===== src/rtl/des_iter_if.sv =====
// Request/response bundle for the iterative DES core: one request channel
// (block, key, direction) and one result channel, each valid/ready.
interface des_iter_if;
    logic        in_valid;
    logic        in_ready;
    logic        mode;
    logic [63:0] m;
    logic [63:0] k;
    logic        out_valid;
    logic        out_ready;
    logic [63:0] c;

    modport master (output in_valid, mode, m, k, out_ready,
                    input  in_ready, out_valid, c);
    modport slave  (input  in_valid, mode, m, k, out_ready,
                    output in_ready, out_valid, c);
endinterface


===== src/rtl/des_iter_core.sv =====
// Iterative DES encrypt/decrypt engine evaluating UNROLL Feistel rounds per
// clock, with a non-overlapped accept -> run -> deliver handshake.
module des_iter_core #(
    parameter int UNROLL = 1
) (
    input  logic       clk,
    input  logic       rst,
    des_iter_if.slave  bus
);
    if (!(UNROLL == 1 || UNROLL == 2 || UNROLL == 4 || UNROLL == 8 || UNROLL == 16)) begin : g_bad_unroll
        $error("des_iter_core: UNROLL must be 1, 2, 4, 8 or 16");
    end

    localparam int STEPS = 16 / UNROLL;

    // Permutation tables hold 1-based DES bit numbers, bit 1 being the MSB.
    localparam int ip_t [64] = '{58,50,42,34,26,18,10,2, 60,52,44,36,28,20,12,4,
        62,54,46,38,30,22,14,6, 64,56,48,40,32,24,16,8, 57,49,41,33,25,17,9,1,
        59,51,43,35,27,19,11,3, 61,53,45,37,29,21,13,5, 63,55,47,39,31,23,15,7};
    localparam int fp_t [64] = '{40,8,48,16,56,24,64,32, 39,7,47,15,55,23,63,31,
        38,6,46,14,54,22,62,30, 37,5,45,13,53,21,61,29, 36,4,44,12,52,20,60,28,
        35,3,43,11,51,19,59,27, 34,2,42,10,50,18,58,26, 33,1,41,9,49,17,57,25};
    localparam int e_t [48] = '{32,1,2,3,4,5, 4,5,6,7,8,9, 8,9,10,11,12,13,
        12,13,14,15,16,17, 16,17,18,19,20,21, 20,21,22,23,24,25,
        24,25,26,27,28,29, 28,29,30,31,32,1};
    localparam int p_t [32] = '{16,7,20,21,29,12,28,17, 1,15,23,26,5,18,31,10,
        2,8,24,14,32,27,3,9, 19,13,30,6,22,11,4,25};
    localparam int pc1_t [56] = '{57,49,41,33,25,17,9, 1,58,50,42,34,26,18,
        10,2,59,51,43,35,27, 19,11,3,60,52,44,36, 63,55,47,39,31,23,15,
        7,62,54,46,38,30,22, 14,6,61,53,45,37,29, 21,13,5,28,20,12,4};
    localparam int pc2_t [48] = '{14,17,11,24,1,5, 3,28,15,6,21,10,
        23,19,12,4,26,8, 16,7,27,20,13,2, 41,52,31,37,47,55,
        30,40,51,45,33,48, 44,49,39,56,34,53, 46,42,50,36,29,32};
    localparam logic [1:0] sh_t [16] = '{1,1,2,2,2,2,2,2,1,2,2,2,2,2,2,1};
    // Indexed by {row, col} = {b1, b6, b2..b5} of each 6-bit group.
    localparam logic [3:0] sbox_t [8][64] = '{
        '{14,4,13,1,2,15,11,8,3,10,6,12,5,9,0,7, 0,15,7,4,14,2,13,1,10,6,12,11,9,5,3,8,
          4,1,14,8,13,6,2,11,15,12,9,7,3,10,5,0, 15,12,8,2,4,9,1,7,5,11,3,14,10,0,6,13},
        '{15,1,8,14,6,11,3,4,9,7,2,13,12,0,5,10, 3,13,4,7,15,2,8,14,12,0,1,10,6,9,11,5,
          0,14,7,11,10,4,13,1,5,8,12,6,9,3,2,15, 13,8,10,1,3,15,4,2,11,6,7,12,0,5,14,9},
        '{10,0,9,14,6,3,15,5,1,13,12,7,11,4,2,8, 13,7,0,9,3,4,6,10,2,8,5,14,12,11,15,1,
          13,6,4,9,8,15,3,0,11,1,2,12,5,10,14,7, 1,10,13,0,6,9,8,7,4,15,14,3,11,5,2,12},
        '{7,13,14,3,0,6,9,10,1,2,8,5,11,12,4,15, 13,8,11,5,6,15,0,3,4,7,2,12,1,10,14,9,
          10,6,9,0,12,11,7,13,15,1,3,14,5,2,8,4, 3,15,0,6,10,1,13,8,9,4,5,11,12,7,2,14},
        '{2,12,4,1,7,10,11,6,8,5,3,15,13,0,14,9, 14,11,2,12,4,7,13,1,5,0,15,10,3,9,8,6,
          4,2,1,11,10,13,7,8,15,9,12,5,6,3,0,14, 11,8,12,7,1,14,2,13,6,15,0,9,10,4,5,3},
        '{12,1,10,15,9,2,6,8,0,13,3,4,14,7,5,11, 10,15,4,2,7,12,9,5,6,1,13,14,0,11,3,8,
          9,14,15,5,2,8,12,3,7,0,4,10,1,13,11,6, 4,3,2,12,9,5,15,10,11,14,1,7,6,0,8,13},
        '{4,11,2,14,15,0,8,13,3,12,9,7,5,10,6,1, 13,0,11,7,4,9,1,10,14,3,5,12,2,15,8,6,
          1,4,11,13,12,3,7,14,10,15,6,8,0,5,9,2, 6,11,13,8,1,4,10,7,9,5,0,15,14,2,3,12},
        '{13,2,8,4,6,15,11,1,10,9,3,14,5,0,12,7, 1,15,13,8,10,3,7,4,12,5,6,11,0,14,9,2,
          7,11,4,1,9,12,14,2,0,6,10,13,15,3,5,8, 2,1,14,7,4,10,8,13,15,12,9,0,3,5,6,11}};

    function automatic logic [63:0] ip_f(input logic [63:0] x);
        logic [63:0] o;
        for (int j = 0; j < 64; j++) o[63-j] = x[64-ip_t[j]];
        return o;
    endfunction

    function automatic logic [63:0] fp_f(input logic [63:0] x);
        logic [63:0] o;
        for (int j = 0; j < 64; j++) o[63-j] = x[64-fp_t[j]];
        return o;
    endfunction

    function automatic logic [55:0] pc1_f(input logic [63:0] x);
        logic [55:0] o;
        for (int j = 0; j < 56; j++) o[55-j] = x[64-pc1_t[j]];
        return o;
    endfunction

    function automatic logic [47:0] pc2_f(input logic [55:0] x);
        logic [47:0] o;
        for (int j = 0; j < 48; j++) o[47-j] = x[56-pc2_t[j]];
        return o;
    endfunction

    function automatic logic [31:0] f_f(input logic [31:0] r, input logic [47:0] kk);
        logic [47:0] x;
        logic [31:0] s;
        logic [31:0] o;
        logic [5:0]  six;
        for (int j = 0; j < 48; j++) x[47-j] = r[32-e_t[j]];
        x = x ^ kk;
        for (int b = 0; b < 8; b++) begin
            six = x[47-6*b -: 6];
            s[31-4*b -: 4] = sbox_t[b][{six[5], six[0], six[4:1]}];
        end
        for (int j = 0; j < 32; j++) o[31-j] = s[32-p_t[j]];
        return o;
    endfunction

    function automatic logic [27:0] rotl28(input logic [27:0] x, input logic [1:0] n);
        return (n == 2'd2) ? {x[25:0], x[27:26]} : {x[26:0], x[27]};
    endfunction

    function automatic logic [27:0] rotr28(input logic [27:0] x, input logic [1:0] n);
        return (n == 2'd2) ? {x[1:0], x[27:2]} : {x[0], x[27:1]};
    endfunction

    typedef enum logic [1:0] {IDLE, RUN, DONE} state_t;

    state_t      state_reg;
    logic [31:0] l_reg, r_reg;
    logic [55:0] cd_reg;
    logic        mode_reg;
    logic [3:0]  cnt_reg;
    logic [63:0] c_reg;
    logic        out_valid_reg;
    logic        last;

    logic [31:0] l_s  [UNROLL+1];
    logic [31:0] r_s  [UNROLL+1];
    logic [55:0] cd_s [UNROLL+1];

    assign l_s[0]  = l_reg;
    assign r_s[0]  = r_reg;
    assign cd_s[0] = cd_reg;

    // Rounds chain combinationally; decrypt keys use CD before rotating it right.
    for (genvar gi = 0; gi < UNROLL; gi++) begin : g_round
        logic [3:0]  rnd;
        logic [55:0] cd_rot;
        logic [55:0] cd_back;
        logic [47:0] kk;
        assign rnd     = 4'(int'(cnt_reg) * UNROLL + gi);
        assign cd_rot  = {rotl28(cd_s[gi][55:28], sh_t[rnd]), rotl28(cd_s[gi][27:0], sh_t[rnd])};
        assign cd_back = {rotr28(cd_s[gi][55:28], sh_t[4'd15 - rnd]),
                          rotr28(cd_s[gi][27:0], sh_t[4'd15 - rnd])};
        assign kk          = mode_reg ? pc2_f(cd_s[gi]) : pc2_f(cd_rot);
        assign cd_s[gi+1]  = mode_reg ? cd_back : cd_rot;
        assign l_s[gi+1]   = r_s[gi];
        assign r_s[gi+1]   = l_s[gi] ^ f_f(r_s[gi], kk);
    end

    assign last          = (cnt_reg == 4'(STEPS - 1));
    assign bus.in_ready  = (state_reg == IDLE);
    assign bus.out_valid = out_valid_reg;
    assign bus.c         = c_reg;

    always_ff @(posedge clk or posedge rst) begin
        if (rst) begin
            state_reg     <= IDLE;
            l_reg         <= '0;
            r_reg         <= '0;
            cd_reg        <= '0;
            mode_reg      <= 1'b0;
            cnt_reg       <= '0;
            c_reg         <= '0;
            out_valid_reg <= 1'b0;
        end else begin
            case (state_reg)
                IDLE: begin
                    if (bus.in_valid) begin
                        {l_reg, r_reg} <= ip_f(bus.m);
                        cd_reg         <= pc1_f(bus.k);
                        mode_reg       <= bus.mode;
                        cnt_reg        <= '0;
                        state_reg      <= RUN;
                    end
                end
                RUN: begin
                    l_reg  <= l_s[UNROLL];
                    r_reg  <= r_s[UNROLL];
                    cd_reg <= cd_s[UNROLL];
                    if (last) begin
                        c_reg         <= fp_f({r_s[UNROLL], l_s[UNROLL]});
                        out_valid_reg <= 1'b1;
                        cnt_reg       <= '0;
                        state_reg     <= DONE;
                    end else begin
                        cnt_reg <= cnt_reg + 4'd1;
                    end
                end
                DONE: begin
                    if (bus.out_ready) begin
                        out_valid_reg <= 1'b0;
                        state_reg     <= IDLE;
                    end
                end
                default: state_reg <= IDLE;
            endcase
        end
    end
endmodule

===== src/flat_wrapper.sv =====
// flat-port wrapper written by rule: the top's interface ports become plain ports
module des_iter_core_flat 
#(
    parameter int UNROLL = 1
)
  (clk, rst, bus_in_valid, bus_mode, bus_m, bus_k, bus_out_ready, bus_in_ready, bus_out_valid, bus_c);
  des_iter_if bus_i ();
  input  logic clk;
  input  logic rst;
  input wire logic [$bits(bus_i.in_valid)-1:0] bus_in_valid;
  input wire logic [$bits(bus_i.mode)-1:0] bus_mode;
  input wire logic [$bits(bus_i.m)-1:0] bus_m;
  input wire logic [$bits(bus_i.k)-1:0] bus_k;
  input wire logic [$bits(bus_i.out_ready)-1:0] bus_out_ready;
  output wire logic [$bits(bus_i.in_ready)-1:0] bus_in_ready;
  output wire logic [$bits(bus_i.out_valid)-1:0] bus_out_valid;
  output wire logic [$bits(bus_i.c)-1:0] bus_c;
  assign bus_i.in_valid = bus_in_valid;
  assign bus_i.mode = bus_mode;
  assign bus_i.m = bus_m;
  assign bus_i.k = bus_k;
  assign bus_i.out_ready = bus_out_ready;
  assign bus_in_ready = bus_i.in_ready;
  assign bus_out_valid = bus_i.out_valid;
  assign bus_c = bus_i.c;
  des_iter_core #(.UNROLL(UNROLL)) u_core (.clk(clk), .rst(rst), .bus(bus_i));
endmodule

===== config.mk =====
export PLATFORM = sky130hd
export DESIGN_NAME = des_iter_core_flat
export DESIGN_NICKNAME = d
export VERILOG_FILES = /design/src/rtl/des_iter_if.sv /design/src/rtl/des_iter_core.sv /design/src/flat_wrapper.sv
export SDC_FILE = /design/constraint.sdc
export NUM_CORES = 1
export LEC_CHECK = 0
export ABC_AREA = 0
export CAP_MARGIN = 20
export CORE_MARGIN = 1
export CORE_UTILIZATION = 48
export CTS_BUF_LIST = sky130_fd_sc_hd__clkbuf_8
export DETAILED_ROUTE_END_ITERATION = 16
export PLACE_DENSITY = 0.7
export SLEW_MARGIN = 10
export SYNTH_ARGS = -nofsm -noshare
export SYNTH_HDL_FRONTEND = slang
export SYNTH_SLANG_ARGS = --single-unit

===== constraint.sdc =====
create_clock -name clk -period 7.11 [get_ports clk]
set_input_delay 1.422 -clock clk [delete_from_list [all_inputs] [get_ports clk]]
set_output_delay 1.422 -clock clk [all_outputs]
set_load 0.03 [all_outputs]

After elaboration in Yosys (flattened, before gate mapping)
Memories as Yosys holds them, arrays and structs flattened.
Cells that the tools add are included.
W data, S select, Z words.
{"block": "totals", "reg_bits": 192, "latch_bits": 0, "ram_bits": 0, "romBits": 2112, "inputBits": 133, "output_inout_bits": 66, "elab_cells": 100, "memories": 10}
{"name": "(no name shown)", "words": 64, "word_bits": 4, "read_ports": 1, "rd_clocked_by_memory_dff": 0, "write_ports": 0, "line_no": "des_iter_core.sv:87", "rtl": "s[31-4*b -: 4] = sbox_t[b][{six[5], six[0], six[4:1]}];"}
{"name": "(no name shown)", "words": 64, "word_bits": 4, "read_ports": 1, "rd_clocked_by_memory_dff": 0, "write_ports": 0, "line_no": "des_iter_core.sv:87"}
{"name": "(no name shown)", "words": 64, "word_bits": 4, "read_ports": 1, "rd_clocked_by_memory_dff": 0, "write_ports": 0, "line_no": "des_iter_core.sv:87"}
{"name": "(no name shown)", "words": 64, "word_bits": 4, "read_ports": 1, "rd_clocked_by_memory_dff": 0, "write_ports": 0, "line_no": "des_iter_core.sv:87"}
{"name": "(no name shown)", "words": 64, "word_bits": 4, "read_ports": 1, "rd_clocked_by_memory_dff": 0, "write_ports": 0, "line_no": "des_iter_core.sv:87"}
{"name": "(no name shown)", "words": 64, "word_bits": 4, "read_ports": 1, "rd_clocked_by_memory_dff": 0, "write_ports": 0, "line_no": "des_iter_core.sv:87"}
{"name": "4 more memories"}
{"block": "classes", "addsub": 2, "n_mul": 0, "div_mod_pow": 0, "n_lt_le_gt_ge": 10, "n_eq_ne": 8, "shifts": 0, "muxes": 42, "n_bitwise": 12, "n_reduce_logical": 8}
{"cell": "$pmux W32 S2", "n": 2}
{"cell": "$mux W28", "n": 4}
{"cell": "$mux W56", "n": 2}
{"cell": "$pmux W56 S2", "n": 1}
{"cell": "$mux W4", "n": 18}
{"cell": "$mux W32", "n": 2}
{"cell": "$ge A7 B7 Y1 const B", "n": 8}
{"cell": "$not A6 Y7", "n": 8}
{"cell": "$mux W48", "n": 1}
{"cell": "$xor A48 B48 Y48", "n": 1}
{"cell": "$xor A32 B32 Y32", "n": 1}
{"cell": "$mux W2", "n": 7}
{"cell": "$ge A5 B5 Y1 const B", "n": 2}
{"cell": "$not A4 Y5", "n": 2}
{"cell": "$pmux W4 S2", "n": 1}
{"cell": "$eq A2 B2 Y1 const B", "n": 3}
{"cell": "$pmux W2 S3", "n": 1}
{"cell": "$reduce_and A2 Y1", "n": 3}
{"cell": "$reduce_and A3 Y1", "n": 2}
{"cell": "$add A4 B1 Y4 const B", "n": 1}
{"cell": "$eq A4 B4 Y1 const B", "n": 1}
{"cell": "$ne A2 B2 Y1 const B", "n": 2}
{"cell": "$reduce_bool A2 Y1", "n": 2}
{"cell": "$sub A4 B4 Y4 const A", "n": 1}
{"cell": "5 further kinds", "n": 6}

Longest topological paths before layout
{"block": "depth", "word_depth": 14, "depth_mapped": 18, "depth_no_buf": 16}

Worst setup path after synthesis
Ideal clock, no wire load.
{"block": "synth_path", "path_kind": "register -> register", "start": "register u_core.cnt_reg[1]", "end": "register u_core.r_reg[30]", "setup_time_ps": 126, "t_arrival_ps": 3956, "t_required_ps": 6984, "path_slack_ps": 3028, "path_stages_with_launch": 18, "n_path_buf": 4, "synth_period_minus_slack_ps": 4082, "cell_sequence": "dfrtp_1 -> ha_1 -> clkbuf_1 -> and2_1 -> a32oi_2 -> buf_4 -> buf_4 -> o221ai_1 -> xor2_2 -> inv_1 -> ha_1 -> clkbuf_1 -> nand2b_1 -> nand2_1 -> o2111ai_1 -> o311ai_0 -> xor2_1 -> a221o_1"}
{"block": "synth_between", "elab_chain_len": 14}
{"element": "start: declaration", "line_no": "des_iter_core.sv:107", "rtl": "logic [3:0] cnt_reg;"}
{"element": "start signal: assignment", "line_no": "des_iter_core.sv:172", "rtl": "cnt_reg <= cnt_reg + 4'd1;"}
{"element": "$not A4 Y5 (not written as such)", "line_no": "des_iter_core.sv:127", "rtl": "assign cd_rot = {rotl28(cd_s[gi][55:28], sh_t[rnd]), rotl28(cd_s[gi][27:0], sh_t[rnd])};"}
{"element": "$mem_v2 Z16 W2"}
{"element": "$mux W2 (not written as such) (2 in series)", "line_no": "des_iter_core.sv:127"}
{"element": "$eq A2 B2 Y1", "line_no": "des_iter_core.sv:94", "rtl": "return (n == 2'd2) ? {x[25:0], x[27:26]} : {x[26:0], x[27]};"}
{"element": "$mux W28", "line_no": "des_iter_core.sv:94"}
{"element": "$mux W48", "line_no": "des_iter_core.sv:130", "rtl": "assign kk = mode_reg ? pc2_f(cd_s[gi]) : pc2_f(cd_rot);"}
{"element": "$xor A48 B48 Y48", "line_no": "des_iter_core.sv:84", "rtl": "x = x ^ kk;"}
{"element": "$not A6 Y7 (not written as such)", "line_no": "des_iter_core.sv:87"}
{"element": "$mem_v2 Z64 W4"}
{"element": "$mux W4 (not written as such) (2 in series)", "line_no": "des_iter_core.sv:87"}
{"element": "$xor A32 B32 Y32", "line_no": "des_iter_core.sv:133", "rtl": "assign r_s[gi+1] = l_s[gi] ^ f_f(r_s[gi], kk);"}
{"element": "$pmux W32 S2", "line_no": "des_iter_core.sv:152", "rtl": "case (state_reg)"}
{"element": "end signal: assignment", "line_no": "des_iter_core.sv:155", "rtl": "{l_reg, r_reg} <= ip_f(bus.m);"}
{"element": "end signal: assignment", "line_no": "des_iter_core.sv:164", "rtl": "r_reg <= r_s[UNROLL];"}
{"element": "end: declaration", "line_no": "des_iter_core.sv:104", "rtl": "logic [31:0] l_reg, r_reg;"}
Every way passes these cells. The select of a mux whose other input is x is not followed.
A chain may end at the register's enable or synchronous reset.

Worst setup path after layout
{"block": "layout_path", "start": "register u_core.cnt_reg[1]", "end": "register u_core.r_reg[22]"}
Same word-level chain as after synthesis.

==> results_dict.tcl <==
set metrics [dict create \
    die_area_sq_mm 0.03563 \
    path_buf_inv 3 \
    ys.flop_type "dfrtp_1" \
    ff2ff_path_depth 15 \
    reg2reg_slack_ns 1.57 \
    worst_ep_required_time_ns 7.54 \
    die_y_microns 188.8 \
    hp-class "register to register" \
    vias_per_cell 6.331 \
    wl_met1_microns 23680 \
    dpl.hpwl_microns 36540 \
    grt_pass1_wl_microns 83320 \
    r2r-end "u_core.r_reg[22]$_DFFE_PP0P_" \
    grt.overflow.total 0 \
    grt_antenna_before_repair 1 \
    cts-resized-gates 0 \
    synth_seq_cells 192 \
    cp-start-kind "register" \
    max_freq_ghz 0.1804 \
    slowest_stage "a32oi_4" \
    holdBufCountCts 0 \
    crit_family "compound AO/OA/AOI/OAI gates" \
    ys_types 82 \
    ant_nets 0 \
    dpl-instance-area_sq_mm 0.01877 \
    arrival_ns 5.98 \
    cap_viol_max_count 0 \
    grtUsageTotal 0.2940 \
    cts-htree-levels 4 \
    synthCells 2015 \
    clock_skew_ns 0.01886 \
    antenna_cells 0 \
    hold_viol_final 0 \
    area_growth_syn_to_layout_pct 14.45 \
    critPathLaunch "u_core.cnt_reg[1]$_DFFE_PP0P_" \
    cp_max_fo 19 \
    cts_setup_buffers 0 \
    wl_met2_microns 24020 \
    gp_congestion 0.9215 \
    root_buffer "clkbuf_8" \
    final_cell_area_sq_mm 0.01916 \
    rsz0062_at_grt "no" \
    async_reset_ff_frac 1.000 \
    final_nets 2265 \
    finalCriticalPeriod_ns 5.544 \
    clock_latency_ns 0.54 \
    worst_pin_slew_ns 1.069 \
    critical_path_depth 15 \
    netlist_area_sq_mm 0.01674 \
    first_pass_iters 5 \
    clk_pin_slew_ns 0.12 \
    synth.net_count 2212 \
    yosysWarnings 0 \
    cts_sinks 192 \
    cts_tree "done" \
    grt_pass1_vias 14710 \
    boundaryPins 199 \
    top_layer "met4" \
    finalCritPeriodShare 0.7797 \
    reg2reg_from "u_core.cnt_reg[1]$_DFFE_PP0P_" \
    path_class "register to register" \
    ys_seq_area_frac 0.2870 \
    rows 68 \
    setup_viol_count_final 0 \
    portBuffers 190 \
    grt_max_degree 92 \
    core_area_sq_mm 0.03446 \
    dr_wl_met3_microns 3751 \
    routed_wl_microns 52310 \
    critical_path.cell_chain "ha_1 > nand2_1 > a32oi_4 > buf_4 > o221ai_1 > xor2_1 > inv_1 > ha_1 > inv_1 > a21oi_1 > nand3_1 > o21ai_1 > mux2i_1 > xnor2_1 > a221o_1" \
    report.final.slew_viol_count 0 \
    numCtsBuffers 17 \
    outcome "completed" \
    avgSynthCellArea_sq_um 8.309 \
    die_x_microns 188.8 \
    synth_edf_count 0 \
    end_kind "register" \
    start_util 0.4859 \
    wl_per_cell_microns 20.63 \
    largest_reg_flops 64 \
    drc 0 \
    drt_iter0_drc 1794 \
    drive_gt1_frac 0.09611 \
    vias 16060 \
    slew_headroom 0.2873 \
    slowest_delay_ns 0.70 \
    fin_tns_setup_ns 0 \
    final_util 0.5561 \
    clockBufferDepth 2 \
    endpoint "u_core.r_reg[22]$_DFFE_PP0P_" \
]
-- cells in the mapped netlist (14+ instances only) --
cell,instances,area share
o22ai_1,46,0.017
nor3_1,28,0.0084
o221ai_1,32,0.017
and3b_1,32,0.017
mux2_2,46,0.031
dfrtp_1,192,0.29
mux4_2,16,0.022
mux2i_1,60,0.036
nand2_1,296,0.066
a211oi_1,36,0.016
o21ai_0,147,0.044
and3_1,37,0.014
xnor2_1,69,0.036
nand3_1,46,0.014
a21oi_1,142,0.042
xor2_1,34,0.018
xnor2_2,14,0.014
a311oi_1,60,0.031
buf_2,33,0.0099
clkbuf_1,132,0.030
inv_1,48,0.011
a31oi_1,21,0.0078
buf_1,20,0.0045
o211ai_1,17,0.0076
nor2_1,78,0.017
o21ai_1,15,0.0045
nand2b_1,47,0.018
ha_1,64,0.048
-- per-stage QoR --
step                setup slack, ns  hold slack [ns]  std cells
finish                        1.566           0.4894       2536
global placement              1.798           0.4628       2504
global route                  1.232           0.5294       2536
CTS                           1.692           0.4968       2536
detailed placement            1.718           0.4715       2504
floorplan                    0.4608           0.4692       2015
-- worst min-delay path by stage --
stage,startpoint,end,depth (start not counted)
after floorplan,u_core.l_reg[13]$_DFFE_PP0P_,u_core.l_reg[13]$_DFFE_PP0P_,2
after global placement,u_core.bus.c[44]$_DFFE_PP0P_,u_core.bus.c[44]$_DFFE_PP0P_,2
after detailed placement,u_core.bus.c[0]$_DFFE_PP0P_,u_core.bus.c[0]$_DFFE_PP0P_,2
after CTS,u_core.bus.c[0]$_DFFE_PP0P_,u_core.bus.c[0]$_DFFE_PP0P_,2
after global routing,u_core.bus.c[38]$_DFFE_PP0P_,u_core.bus.c[38]$_DFFE_PP0P_,2
final,u_core.bus.c[16]$_DFFE_PP0P_,u_core.bus.c[16]$_DFFE_PP0P_,2
-- layout make-up --
cell class	instances	area, sq um
tap	455	569.3
inverter	54	210.2
clock inverter	14	147.6
clock buffer	18	247.7
timing repair buffer	227	2192
multi-input combinational	1576	10980
fill	3204	15300
sequential	192	4810
-- routing by layer --
metal	global-route usage	vias to the layer above
met2	0.4516	665
li1	-	7475
met4	0.06700	0
met3	0.03855	54
met1	0.4365	7862
met5	0	-
-- cell families after synthesis --
family                   after synthesis  share of synthesized area
AND/OR/NAND/NOR                      634                     0.1818
XOR/XNOR                             128                    0.07817
adder cells (fa/ha/maj)               64                    0.04783
AO/OA/AOI/OAI                        627                     0.2561
flip-flops                           192                     0.2870
buffers and inverters                247                    0.06008
multiplexers                         123                    0.08901
-- worst register-to-register path, cell delays in order, from the launching register on --
cell and delay (ns):
dfrtp_1 0.53, ha_1 0.62, nand2_1 0.40, a32oi_4 0.70, buf_4 0.38, o221ai_1 0.26, xor2_1 0.63, inv_1 0.22
ha_1 0.43, inv_1 0.10, a21oi_1 0.20, nand3_1 0.10, o21ai_1 0.18, mux2i_1 0.15, xnor2_1 0.20, a221o_1 0.34
-- cells in the final DEF, fill, tap and decap left out, drive strengths merged, types with 37 or more instances in the layout --
| cell | instances |
|---|---|
| nand2 | 296 |
| dfrtp | 192 |
| clkdlybuf4s50 | 190 |
| o21ai | 162 |
| a21oi | 142 |
| xnor2 | 83 |
| nor2 | 80 |
| ha | 64 |
| a311oi | 60 |
| mux2i | 60 |
| inv | 60 |
| mux2 | 47 |
| nand2b | 47 |
| nand3 | 46 |
| o22ai | 46 |
| xor2 | 45 |
| o221ai | 40 |
| and3 | 37 |
| a211oi | 37 |
| buf | 37 |
Power is not shown: default switching activity piles up to over one toggle a cycle in this logic, so the estimate is an artifact.
